--- src/rtl/uart_pkg.sv ---
// Shared types and constants for the configurable UART receiver.
// The PARITY state exists only when UART_RX_PARITY_EN is defined.
package uart_pkg;

    localparam int unsigned DEF_DATA_BITS = 8;
    localparam int unsigned MIN_DIV       = 4;

`ifdef UART_RX_PARITY_EN
    typedef enum logic [2:0] {
        ST_IDLE,
        ST_START,
        ST_DATA,
        ST_PARITY,
        ST_STOP,
        ST_WAIT_IDLE
    } rx_state_e;
`else
    typedef enum logic [2:0] {
        ST_IDLE,
        ST_START,
        ST_DATA,
        ST_STOP,
        ST_WAIT_IDLE
    } rx_state_e;
`endif

endpackage

--- src/rtl/uart_rx_sync.sv ---
// Two-flop synchronizer for the serial line plus a registered falling-edge flag.
// Flops reset to the idle-high line level so reset release never fakes a start.
module uart_rx_sync (
    input  logic i_clk,
    input  logic i_rst,
    input  logic rx,
    output logic rx_s,
    output logic fall_s
);

    logic meta;

    // fall_s rises together with the synchronized low level
    always_ff @(posedge i_clk or posedge i_rst) begin
        if (i_rst) begin
            meta   <= 1'b1;
            rx_s   <= 1'b1;
            fall_s <= 1'b0;
        end else begin
            meta   <= rx;
            rx_s   <= meta;
            fall_s <= rx_s & ~meta;
        end
    end

endmodule

--- src/rtl/uart_rx_cfg.sv ---
// UART receiver with runtime baud divisor, framing-error and break detection.
// Define UART_RX_PARITY_EN to add a parity bit and the o_parity_err check.
module uart_rx_cfg
    import uart_pkg::*;
#(
    parameter int unsigned DATA_BITS = DEF_DATA_BITS,
    parameter int unsigned DIV_W     = 16
) (
    input  logic                 i_clk,
    input  logic                 i_rst,
    input  logic                 i_rx,
    input  logic [DIV_W-1:0]     i_clk_div,
    input  logic                 i_parity_odd,
    output logic                 o_busy,
    output logic                 o_data_valid,
    output logic [DATA_BITS-1:0] o_data,
    output logic                 o_frame_err,
    output logic                 o_parity_err,
    output logic                 o_break
);

    localparam int unsigned      BIT_W    = $clog2(DATA_BITS + 1);
    localparam logic [BIT_W-1:0] LAST_BIT = BIT_W'(DATA_BITS - 1);
    localparam logic [DIV_W-1:0] DIV_MIN  = DIV_W'(MIN_DIV);

    rx_state_e            state_q, state_d;
    logic [DIV_W-1:0]     div_q, div_d;
    logic [DIV_W-1:0]     cnt_q, cnt_d;
    logic [DIV_W-1:0]     div_in;
    logic [BIT_W-1:0]     bit_q, bit_d;
    logic [DATA_BITS-1:0] shift_q, shift_d;
    logic [DATA_BITS-1:0] data_d;
    logic                 valid_d, ferr_d, brk_d;
    logic                 rx_s, fall_s, tick;

    uart_rx_sync u_sync (
        .i_clk  (i_clk),
        .i_rst  (i_rst),
        .rx     (i_rx),
        .rx_s   (rx_s),
        .fall_s (fall_s)
    );

    // Out-of-range divisors are clamped so the half-bit offset stays non-zero
    assign div_in = (i_clk_div < DIV_MIN) ? DIV_MIN : i_clk_div;
    assign tick   = (cnt_q == '0);

`ifdef UART_RX_PARITY_EN
    logic par_q, par_d, perr_d, par_exp;
    assign par_exp = (^shift_q) ^ i_parity_odd;
`else
    logic unused_parity_odd;
    assign unused_parity_odd = i_parity_odd;
    assign o_parity_err      = 1'b0;
`endif

    // Next-state and output decode
    always_comb begin
        state_d = state_q;
        cnt_d   = cnt_q;
        div_d   = div_q;
        bit_d   = bit_q;
        shift_d = shift_q;
        data_d  = o_data;
        valid_d = 1'b0;
        ferr_d  = 1'b0;
        brk_d   = 1'b0;
`ifdef UART_RX_PARITY_EN
        par_d   = par_q;
        perr_d  = 1'b0;
`endif
        if (state_q != ST_IDLE) begin
            cnt_d = tick ? (div_q - DIV_W'(1)) : (cnt_q - DIV_W'(1));
        end

        unique case (state_q)
            ST_IDLE: begin
                if (fall_s) begin
                    state_d = ST_START;
                    div_d   = div_in;
                    cnt_d   = (div_in >> 1) - DIV_W'(1);
`ifdef UART_RX_PARITY_EN
                    par_d   = 1'b0;
`endif
                end
            end
            ST_START: begin
                if (tick) begin
                    state_d = rx_s ? ST_IDLE : ST_DATA;
                    bit_d   = '0;
                end
            end
            ST_DATA: begin
                if (tick) begin
                    shift_d = {rx_s, shift_q[DATA_BITS-1:1]};
                    bit_d   = bit_q + BIT_W'(1);
                    if (bit_q == LAST_BIT) begin
`ifdef UART_RX_PARITY_EN
                        state_d = ST_PARITY;
`else
                        state_d = ST_STOP;
`endif
                    end
                end
            end
`ifdef UART_RX_PARITY_EN
            ST_PARITY: begin
                if (tick) begin
                    if (rx_s != par_exp) begin
                        par_d = 1'b1;
                    end
                    state_d = ST_STOP;
                end
            end
`endif
            ST_STOP: begin
                if (tick) begin
                    if (rx_s) begin
                        state_d = ST_IDLE;
                        data_d  = shift_q;
                        valid_d = 1'b1;
`ifdef UART_RX_PARITY_EN
                        perr_d  = par_q;
`endif
                    end else begin
                        state_d = ST_WAIT_IDLE;
                        ferr_d  = 1'b1;
                        brk_d   = (shift_q == '0);
                    end
                end
            end
            ST_WAIT_IDLE: begin
                // Any low sample restarts the full high-time requirement
                if (!rx_s) begin
                    cnt_d = div_q - DIV_W'(1);
                end else if (tick) begin
                    state_d = ST_IDLE;
                end
            end
            default: state_d = ST_IDLE;
        endcase
    end

    always_ff @(posedge i_clk or posedge i_rst) begin
        if (i_rst) begin
            state_q      <= ST_IDLE;
            cnt_q        <= '0;
            div_q        <= DIV_MIN;
            bit_q        <= '0;
            shift_q      <= '0;
            o_data       <= '0;
            o_busy       <= 1'b0;
            o_data_valid <= 1'b0;
            o_frame_err  <= 1'b0;
            o_break      <= 1'b0;
        end else begin
            state_q      <= state_d;
            cnt_q        <= cnt_d;
            div_q        <= div_d;
            bit_q        <= bit_d;
            shift_q      <= shift_d;
            o_data       <= data_d;
            o_busy       <= (state_d != ST_IDLE);
            o_data_valid <= valid_d;
            o_frame_err  <= ferr_d;
            o_break      <= brk_d;
        end
    end

`ifdef UART_RX_PARITY_EN
    always_ff @(posedge i_clk or posedge i_rst) begin
        if (i_rst) begin
            par_q        <= 1'b0;
            o_parity_err <= 1'b0;
        end else begin
            par_q        <= par_d;
            o_parity_err <= perr_d;
        end
    end
`endif

endmodule

--- config.mk ---
export PLATFORM = sky130hd
export DESIGN_NAME = uart_rx_cfg
export DESIGN_NICKNAME = d
export VERILOG_FILES = /design/src/rtl/uart_pkg.sv /design/src/rtl/uart_rx_sync.sv /design/src/rtl/uart_rx_cfg.sv
export SDC_FILE = /design/constraint.sdc
export NUM_CORES = 1
export LEC_CHECK = 0
export BUFFER_PORTS_ARGS = -buffer_cell sky130_fd_sc_hd__buf_4
export CAP_MARGIN = 5
export CORE_UTILIZATION = 50
export CTS_CLUSTER_SIZE = 20
export DETAILED_ROUTE_END_ITERATION = 10
export HOLD_SLACK_MARGIN = 0.03
export PLACE_DENSITY = 0.65
export SLEW_MARGIN = 20
export SYNTH_ARGS = -nofsm -noshare
export SYNTH_HDL_FRONTEND = slang
export SYNTH_SLANG_ARGS = --single-unit
--- constraint.sdc ---
create_clock -name i_clk -period 4.4 [get_ports i_clk]
set_clock_uncertainty 0.05 [all_clocks]
set_input_delay 0.44 -clock i_clk [delete_from_list [all_inputs] [get_ports i_clk]]
set_output_delay 0.44 -clock i_clk [all_outputs]
set_load 0.1 [all_outputs]
==> metrics.yaml, run 1 <==
setup_path:
  crit_type: "in2reg"
  r2r.worst_path.cells: 7
  crit_path_start_kind: "input port"
  startpoint: "i_clk_div[14]"
  rrSetupSlack_ns: 1.52
  cp.required_ns: 4.58
  worstReg2RegStart: "cnt_q[0]"
  cp-end-kind: "flop"
  arrival_ns: 3.17
  crit_fanout: 5
  r2r-end: "o_data[4]"
hold_path:
  min_from: "i_rx"
  hold_end: "u_sync.meta"
  hp-class: "in2reg"
  whs_path_depth: 1
synthesis:
  ys_warn_count: 0
  yosysSeqAreaShare_pct: 39.88
  ys_top_cells_by_count: "dfrtp_1, nor2_1, o21ai_0"
  ys_seq_elements: 62
  syn_area_um2: 3900
  syn-num-nets: 431
  synth_ff_type: "dfrtp_1"
  netlist_instances: 407
  async_reset_ff_share_pct: 100.0
  synthMuxAreaShare_pct: 10.68
  synth.distinct_cells: 65
  synth_top_cell_area_share_pct: 37.86
  synth_compound_area_share_pct: 16.68
  syn_avg_cell_area_um2: 9.582
  yosysMostFrequentCell: "dfrtp_1"
  synthTopCellsByArea: "dfrtp_1, mux2_2, xnor2_1"
  synth_adder_area_share_pct: 1.283
  synth_top_family_by_area: "simple AND/OR/NAND/NOR gates"
  yosys.area_share.simple_pct: 22.23
  synth_edf_count: 0
  synth-xor-area-share_pct: 5.614
  synth_largest_area_cell: "dfrtp_1"
die:
  num_rows: 31
  coreArea_um2: 7408
  io_pins: 33
  initial_core_util_pct: 52.64
  die_w_um: 90.32
  fp.dieH_um: 90.32
  dieArea_um2: 8157
grt:
  grt_max_degree: 63
  grt_pass1_vias: 3151
  grtUsageTotal_pct: 25.88
  grt_pass1_wl_um: 16450
  antenna_found_initial: 0
  grt_overflow: 0
power:
  leakage_uw: 0.001839
  powerDensity_nw_per_um2: 443.9
  finalPower_uw: 1967
  vdd_ir_drop_max_uv: 182.5
sta:
  max_freq_mhz: 333.8
  finalCriticalPeriod_ns: 2.996
  rsz0062_at_grt: "false"
  tightest_slew_ns: 0.8527
  tns_ns: 0
  setup_viol: 0
  min_period_over_period_pct: 68.09
  hold_viol: 0
  slew_viol_final: 0
  slew-limit-headroom_pct: 43.16
clock_tree:
  hold_buffers: 0
  cts_tree: "built"
  cts_max_level: 3
  clock_path_buffers: 2
  cts_resized: 0
  clkTransAtPathRegs_ns: 0.08
  numCtsBuffers: 9
  post-cts-setup-buffers: 0
  clock-sinks: 62
  cts_root_buffer: "clkbuf_8"
  clk_latency_ns: 0.35
detailed_routing:
  via_count: 3327
  drt-total-wl_um: 9822
  drt_iter0_drc: 246
  via_per_inst: 6.219
  drc: 0
  wl_per_cell_um: 18.36
  ant_nets: 0
  dr.pass1.iters: 5
cells_and_area:
  fin_nets: 455
  fillers: 637
  drive_gt1_share_pct: 22.48
  syn2layout_area_growth_pct: 13.60
  antennaDiodeCount: 0
placement:
  portBuffers: 30
  place_hpwl_um: 6815
  gp_congestion: 0.8873
outcome:
  status: "finished, final reports clean"
run:
  drv_cap: 0
[flip-flops by register name (all words and copies together), names as in the netlist, 3 cells and up]
signal   cells
bit_q        4
cnt_q       16
div_q       16
o_data       8
shift_q      8
state_q      3
[layout make-up]
class	count	area, um^2	area share, %
clock buffers	10	137.6	3.106
multi-input cells	312	2212	49.93
inverters	10	37.54	0.8472
well taps	99	123.9	2.796
repair buffers	36	270.3	6.100
flip-flops and latches	62	1555	35.10
clock inverters	6	93.84	2.118
[how the worst max path moves through the flow]
stage,slack [ns],end
finish,1.40,cnt_q[10]
global route,1.22,cnt_q[10]
CTS,1.45,cnt_q[10]
detailed placement,1.08,cnt_q[10]
global placement,1.13,cnt_q[10]
floorplan,1.31,cnt_q[10]
[report_power, final]
| part | internal, uW | total (uW) | switching [uW] |
|---|---|---|---|
| clock | 338 | 590 | 251 |
| combinational | 249 | 513 | 264 |
| sequential | 674 | 864 | 190 |
| total | 1260 | 1970 | 705 |
[layer usage]
layer | vias up | part of all wire, % | wire length (um) | global-route usage, %
met5 | - | 0 | 0 | 0
met4 | 0 | 1.8 | 181 | 10.35
met3 | 16 | 5.5 | 543 | 4.209
met2 | 123 | 44 | 4282 | 38.55
met1 | 1612 | 49 | 4814 | 37.55
li1 | 1576 | - | - | -
[logic make-up (layout without fill, tap and decap cells)]
| family | after synthesis | after routing |
|---|---|---|
| and+or+nand+nor | 150 | 150 |
| AOI/OAI and AO/OA | 97 | 97 |
| DFF | 62 | 62 |
| muxes | 35 | 35 |
| buffers and inverters | 33 | 62 |
| xor gates and xnor gates | 25 | 25 |
| adders and majority gates | 4 | 4 |
| other | 1 | 1 |
[critical path, cell delays in order]
cell      delay (ns)
buf_4           0.13
nor4_1          0.27
buf_4           0.19
and4_1          0.27
nand2b_1        0.18
ha_1            0.21
nor3b_1         0.57
nand4_1         0.19
xor2_1          0.22
a21oi_1         0.09
or3_1           0.40
[cell usage in the layout (no fill, tap or decap), types with 4 or more instances in the layout]
cell type,netlist,layout
dfrtp_1,59,59
buf_4,1,36
nor2_1,32,32
o21ai_0,27,27
nand2_1,26,26
mux2_2,21,21
nor3_1,18,17
xnor2_1,17,17
a21oi_1,14,14
nor4_1,13,13
or3_1,11,11
nand3_1,10,10
clkbuf_8,0,10
inv_1,9,8
mux2_4,8,8
xor2_1,8,8
nand4_1,7,7
mux2i_1,6,6
or4_1,5,5
o31ai_1,5,5
a31oi_1,5,5
o22ai_1,5,5
a22oi_1,4,4
o211ai_1,4,4
ha_1,4,4
[through the flow]
| stage | cell area, um^2 | utilization [%] | worst slack (ns) | hold slack [ns] | instances |
|---|---|---|---|---|---|
| floorplan | 3900 | - | 1.306 | 0.3039 | 407 |
| global placement | 4199 | 56.68 | 1.128 | 0.3067 | 519 |
| detailed placement | 4199 | 56.68 | 1.080 | 0.3074 | 519 |
| CTS | 4431 | 59.80 | 1.450 | 0.1319 | 535 |
| global route | 4431 | 59.80 | 1.220 | 0.1289 | 535 |
| finish | 4431 | 59.80 | 1.404 | 0.1453 | 535 |
No activity file was read; power rests on OpenSTA's default activity.
==> run 2: changes to the inputs <==
PLACE_DENSITY = 0.67   (was 0.65)
clock period = 2.7 ns   (was 4.4 ns; I/O delays follow)
==> metrics.yaml, run 2 (synthesis results as in run 1) <==
cells_and_area:
  fillers: 641  # +0.63%
  drive_gt1_share_pct: 25.93  # +3.5 points
  final_common_cell: "dfrtp_1"
  fin_area_um2: 4547  # +2.6%
  layout_common_cells: "dfrtp_1, buf_4, nor2_1, o21ai_0, nand2_1"
  antennaDiodeCount: 0  # unchanged
  multi_input_area_um2: 2226  # +0.62%
  register_area_um2: 1555  # unchanged
  reg_top3: "cnt_q: 16 flops, div_q: 16 flops"
  fin_nets: 474  # +4.2%
  syn2layout_area_growth_pct: 16.59
sta:
  finalCriticalPeriod_ns: 2.566
  tns_ns: 0  # unchanged
  slew_viol_final: 0  # unchanged
  setup_viol: 0  # unchanged
  min_period_over_period_pct: 95.05
  rsz0062_at_grt: "false"
  holdWs_ns: 0.1371  # -0.008139 ns
  tightest_slew_ns: 0.8080  # -0.04467 ns
  hold_viol: 0  # unchanged
  slew-limit-headroom_pct: 46.00  # +2.8 points
  max_freq_mhz: 389.7
setup_path:
  crit_path_start_kind: "flop"
  cp_num_buf_inv: 2  # unchanged
  arrival_ns: 2.75  # -0.42 ns
  cp-end-kind: "flop"
  path_delay_family: "compound AO/OA/AOI/OAI gates"
  slowest_stage: "dfrtp_1"
  cp.required_ns: 2.89  # -1.69 ns
  critical_path.cell_chain: "inv_1 > ha_2 > nor4b_4 > nand4_2 > buf_4 > o32ai_1 > o21ai_0 > a211o_1"
  crit_type: "reg2reg"
  crit_fanout: 12  # +7
  critPathMaxStageDelay_ns: 0.41  # -0.16 ns
detailed_routing:
  dr.pass1.iters: 5  # unchanged
  drc: 0  # unchanged
  via_count: 3493  # +5.0%
  drt_iter0_drc: 305  # +24%
  via_per_inst: 6.305  # +1.4%
  drt-total-wl_um: 10210  # +4.0%
  wl_per_cell_um: 18.44  # +0.42%
  ant_nets: 0  # unchanged
grt:
  grtUsageTotal_pct: 26.40  # +0.52 points
  grt_pass1_vias: 3313  # +5.1%
  antenna_found_initial: 0  # unchanged
  grt_max_degree: 35  # -44%
  grt_pass1_wl_um: 16880  # +2.6%
  grt_overflow: 0  # unchanged
die:
  fp.dieH_um: 90.32  # unchanged
  dieArea_um2: 8157  # unchanged
  num_rows: 31  # unchanged
  io_pins: 33  # unchanged
  coreArea_um2: 7408  # unchanged
  die_w_um: 90.32  # unchanged
  initial_core_util_pct: 52.64  # unchanged
clock_tree:
  cts_tree: "built"
  cts_max_level: 3  # unchanged
  numCtsBuffers: 9  # unchanged
  clk_latency_ns: 0.35  # about the same
  clkTransAtPathRegs_ns: 0.08  # about the same
  clock-sinks: 62  # unchanged
  clock_path_buffers: 2  # unchanged
  cts_root_buffer: "clkbuf_8"
placement:
  postPlaceCellArea_um2: 4343  # +3.4%
  portBuffers: 30  # unchanged
  gp_congestion: 0.9204  # +3.7%
  place_hpwl_um: 7299  # +7.1%
power:
  leakage_uw: 0.001904  # +3.6%
  vdd_ir_drop_max_uv: 325.0  # +78%
  powerDensity_nw_per_um2: 665.3  # +50%
outcome:
  status: "finished, final reports clean"
run:
  drv_cap: 0  # unchanged
hold_path:
  hp-class: "in2reg"
[run 2: worst paths after layout]
path                              startpoint  slack, ns  depth (start not counted)          end
worst max-delay path                cnt_q[0]       0.13                          8     cnt_q[8]
worst min-delay path            i_clk_div[7]       0.14                          2     div_q[7]
worst max register to register      cnt_q[0]       0.13                          8     cnt_q[8]
worst min register to register   u_sync.meta       0.32                          0  u_sync.rx_s
max in group asynchronous              i_rst       1.44                          4     div_q[2]
min in group asynchronous              i_rst       0.50                          3   shift_q[3]
[run 2: cell type report]
cell class	instances	area share, %
clock buffers	9	2.724
clock inverters	7	1.101
inverters	10	0.8255
multi-input cells	312	48.95
flip-flops and latches	62	34.20
well taps	99	2.724
repair buffers	55	9.466
[run 2: metrics by stage]
| step | util (%) | std cells | setup slack, ns | total power, uW |
|---|---|---|---|---|
| detailed placement | 58.62 | 535 | 0.03960 | 2267 |
| CTS | 61.24 | 553 | 0.08113 | 3013 |
| finish | 61.37 | 554 | 0.1337 | 3025 |
| floorplan | - | 407 | 0.04620 | 2004 |
| global placement | 58.62 | 535 | 0.06188 | 2229 |
| global route | 61.37 | 554 | 0.02678 | 3203 |
[run 2: power breakdown]
group	switching, uW	leakage (uW)	internal [uW]	total, uW
sequential	311	0.000781	1100	1410
combinational	452	0.00104	430	881
clock	401	0.0000816	333	734
[run 2: metal layers]
| layer | share of wire (%) | global-route usage [%] |
|---|---|---|
| met2 | 45 | 39.69 |
| met3 | 6.2 | 5.640 |
| met4 | 2.4 | 10.22 |
| met1 | 46 | 37.23 |
| met5 | 0 | 0 |
[run 2: what timing repair did]
action | in CTS | in global routing
hold endpoints to repair | 27 | 0
hold buffers | 2 | 0
resized for setup | 0 | 1
setup buffers | 0 | 1
endpoints found under the setup margin | 0 | 8
==> run 3: changes to the inputs <==
CORE_MARGIN = 2   (was not set)
==> metrics.yaml, run 3 (synthesis results as in run 1) <==
setup_path:
  r2r.worst_path.cells: 7  # -1
  cp_num_buf_inv: 2  # unchanged
  crit_fanout: 8  # -4
  cp-end-kind: "flop"
  endpoint: "o_data[0]"
  cp.depth: 7  # -1
  crit_path_start_kind: "flop"
  startpoint: "cnt_q[0]"
  crit_type: "reg2reg"
  critPathMaxStageDelay_ns: 0.52  # +0.11 ns
  r2r-end: "o_data[0]"
  slowest_stage: "or4_1"
  rrSetupSlack_ns: 0.13  # about the same
  worstReg2RegStart: "cnt_q[0]"
  critical_path.cell_chain: "inv_1 > ha_4 > nor4b_4 > nand4_2 > or4_1 > buf_4 > mux2_4"
  arrival_ns: 2.76  # about the same
  cp.required_ns: 2.89  # about the same
  path_delay_family: "simple AND/OR/NAND/NOR gates"
grt:
  grt_max_degree: 36  # +2.9%
  antenna_found_initial: 0  # unchanged
  grt_pass1_vias: 3293  # -0.60%
  grtUsageTotal_pct: 26.19  # -0.21 points
  grt_pass1_wl_um: 17300  # +2.5%
  grt_overflow: 0  # unchanged
clock_tree:
  post-cts-setup-buffers: 0  # unchanged
  numCtsBuffers: 9  # unchanged
  cts_root_buffer: "clkbuf_8"
  clock-sinks: 62  # unchanged
  cts_tree: "built"
  clock_path_buffers: 2  # unchanged
  cts_max_level: 3  # unchanged
  clkTransAtPathRegs_ns: 0.08  # about the same
  clk_latency_ns: 0.36  # about the same
die:
  fp.dieH_um: 92.32  # +2.2%
  dieArea_um2: 8522  # +4.5%
  coreArea_um2: 7647  # +3.2%
  die_w_um: 92.32  # +2.2%
  num_rows: 32  # +3.2%
  io_pins: 33  # unchanged
  initial_core_util_pct: 51.00  # -1.6 points
cells_and_area:
  final_common_cell: "dfrtp_1"
  register_area_um2: 1555  # unchanged
  antennaDiodeCount: 0  # unchanged
  layout_common_cells: "dfrtp_1, buf_4, nor2_1, o21ai_0, nand2_1"
  fillers: 654  # +2.0%
  final_cells: 562  # +1.4%
  utilization_pct: 60.90  # -0.48 points
  drive_gt1_share_pct: 26.96  # +1.0 points
  syn2layout_area_growth_pct: 19.41
  fin_nets: 479  # +1.1%
  reg_top3: "cnt_q: 16 flops, div_q: 16 flops"
  multi_input_area_um2: 2237  # +0.51%
hold_path:
  hp-class: "in2reg"
power:
  vdd_ir_drop_max_uv: 394.0  # +21%
  leakage_uw: 0.001961  # +3.0%
  finalPower_uw: 3283  # +8.5%
  powerDensity_nw_per_um2: 704.9  # +6.0%
sta:
  slew_viol_final: 0  # unchanged
  slew-limit-headroom_pct: 56.89  # +11 points
  rsz0062_at_grt: "false"
  tns_ns: 0  # unchanged
  max_freq_mhz: 388.5  # -0.31%
  finalCriticalPeriod_ns: 2.574  # +0.008011 ns
  min_period_over_period_pct: 95.34  # +0.30 points
  tightest_slew_ns: 0.6443  # -0.1637 ns
  setup_viol: 0  # unchanged
  setup_slack_ns: 0.1257  # -0.008011 ns
  hold_viol: 0  # unchanged
detailed_routing:
  drt_iter0_drc: 326  # +6.9%
  drt-total-wl_um: 10430  # +2.1%
  ant_nets: 0  # unchanged
  dr.pass1.iters: 5  # unchanged
  via_count: 3487  # -0.17%
  drc: 0  # unchanged
  via_per_inst: 6.205  # -1.6%
  wl_per_cell_um: 18.56  # +0.67%
run:
  drv_cap: 0  # unchanged
placement:
  place_hpwl_um: 7583  # +3.9%
  dp_cells: 544  # +1.7%
  portBuffers: 30  # unchanged
  gp_congestion: 0.9945  # +8.1%
  pre_cts_slack_ns: -0.02054  # -0.06015 ns
outcome:
  status: "finished, final reports clean"
## run 3: cell count changes in the layout (fill, tap and decap cells not counted), moves of 2 or more
cell | before | now
bufinv_16 | 0 | 2
clkinvlp_4 | 3 | 1
clkinv_2 | 2 | 0
buf_4 | 52 | 57
## run 3: what timing repair did
| action | CTS | global route |
|---|---|---|
| hold buffers | 2 | 0 |
| endpoints found under the setup margin | 0 | 14 |
| endpoints found under the hold margin | 26 | 0 |
| resized for setup | 0 | 3 |
## run 3: worst reg2reg max path, cell delays in order (launching register included)
cell and delay [ns]:
dfrtp_1 0.42, inv_1 0.16, ha_4 0.19, nor4b_4 0.39, nand4_2 0.20, or4_1 0.52
buf_4 0.21, mux2_4 0.31
## run 3: routing by layer
metal	routed length (um)	global-route usage [%]	share of wire, %
met5	0	0	0
met4	208	8.458	2.0
met3	660	5.614	6.3
met2	4729	39.36	45
met1	4833	37.78	46
## run 3: worst min path at each step
| stage | depth (start not counted) | to | startpoint | slack [ns] |
|---|---|---|---|---|
| final | 2 | div_q[7] | i_clk_div[7] | 0.13 |
| after global routing | 2 | div_q[15] | i_clk_div[15] | 0.12 |
| after CTS | 2 | div_q[7] | i_clk_div[7] | 0.11 |
| after detailed placement | 0 | u_sync.rx_s | u_sync.meta | 0.31 |
| after global placement | 0 | u_sync.rx_s | u_sync.meta | 0.31 |
| after floorplan | 0 | u_sync.meta | i_rx | 0.22 |
## run 3: metrics by stage
stage	hold WS [ns]	cell area, um^2
final	0.1260	4657
after global routing	0.1230	4657
after CTS	0.1142	4643
after detailed placement	0.3122	4392
after global placement	0.3105	4392
after floorplan	0.2245	3911
## run 3: cell type report
cell class	instances	share of cell area, %
Timing Repair Buffer	60	10.05
Clock buffer	10	2.955
Multi-Input combinational cell	312	48.04
Inverter	10	0.8060
Sequential cell	62	33.40
Tap cell	102	2.740
Clock inverter	6	2.015
## run 3: where the power goes
part           leakage, uW  internal (uW)  switching, uW
clock             0.000113            551            412
sequential        0.000781           1100            300
combinational      0.00107            444            478
total              0.00196           2090           1190
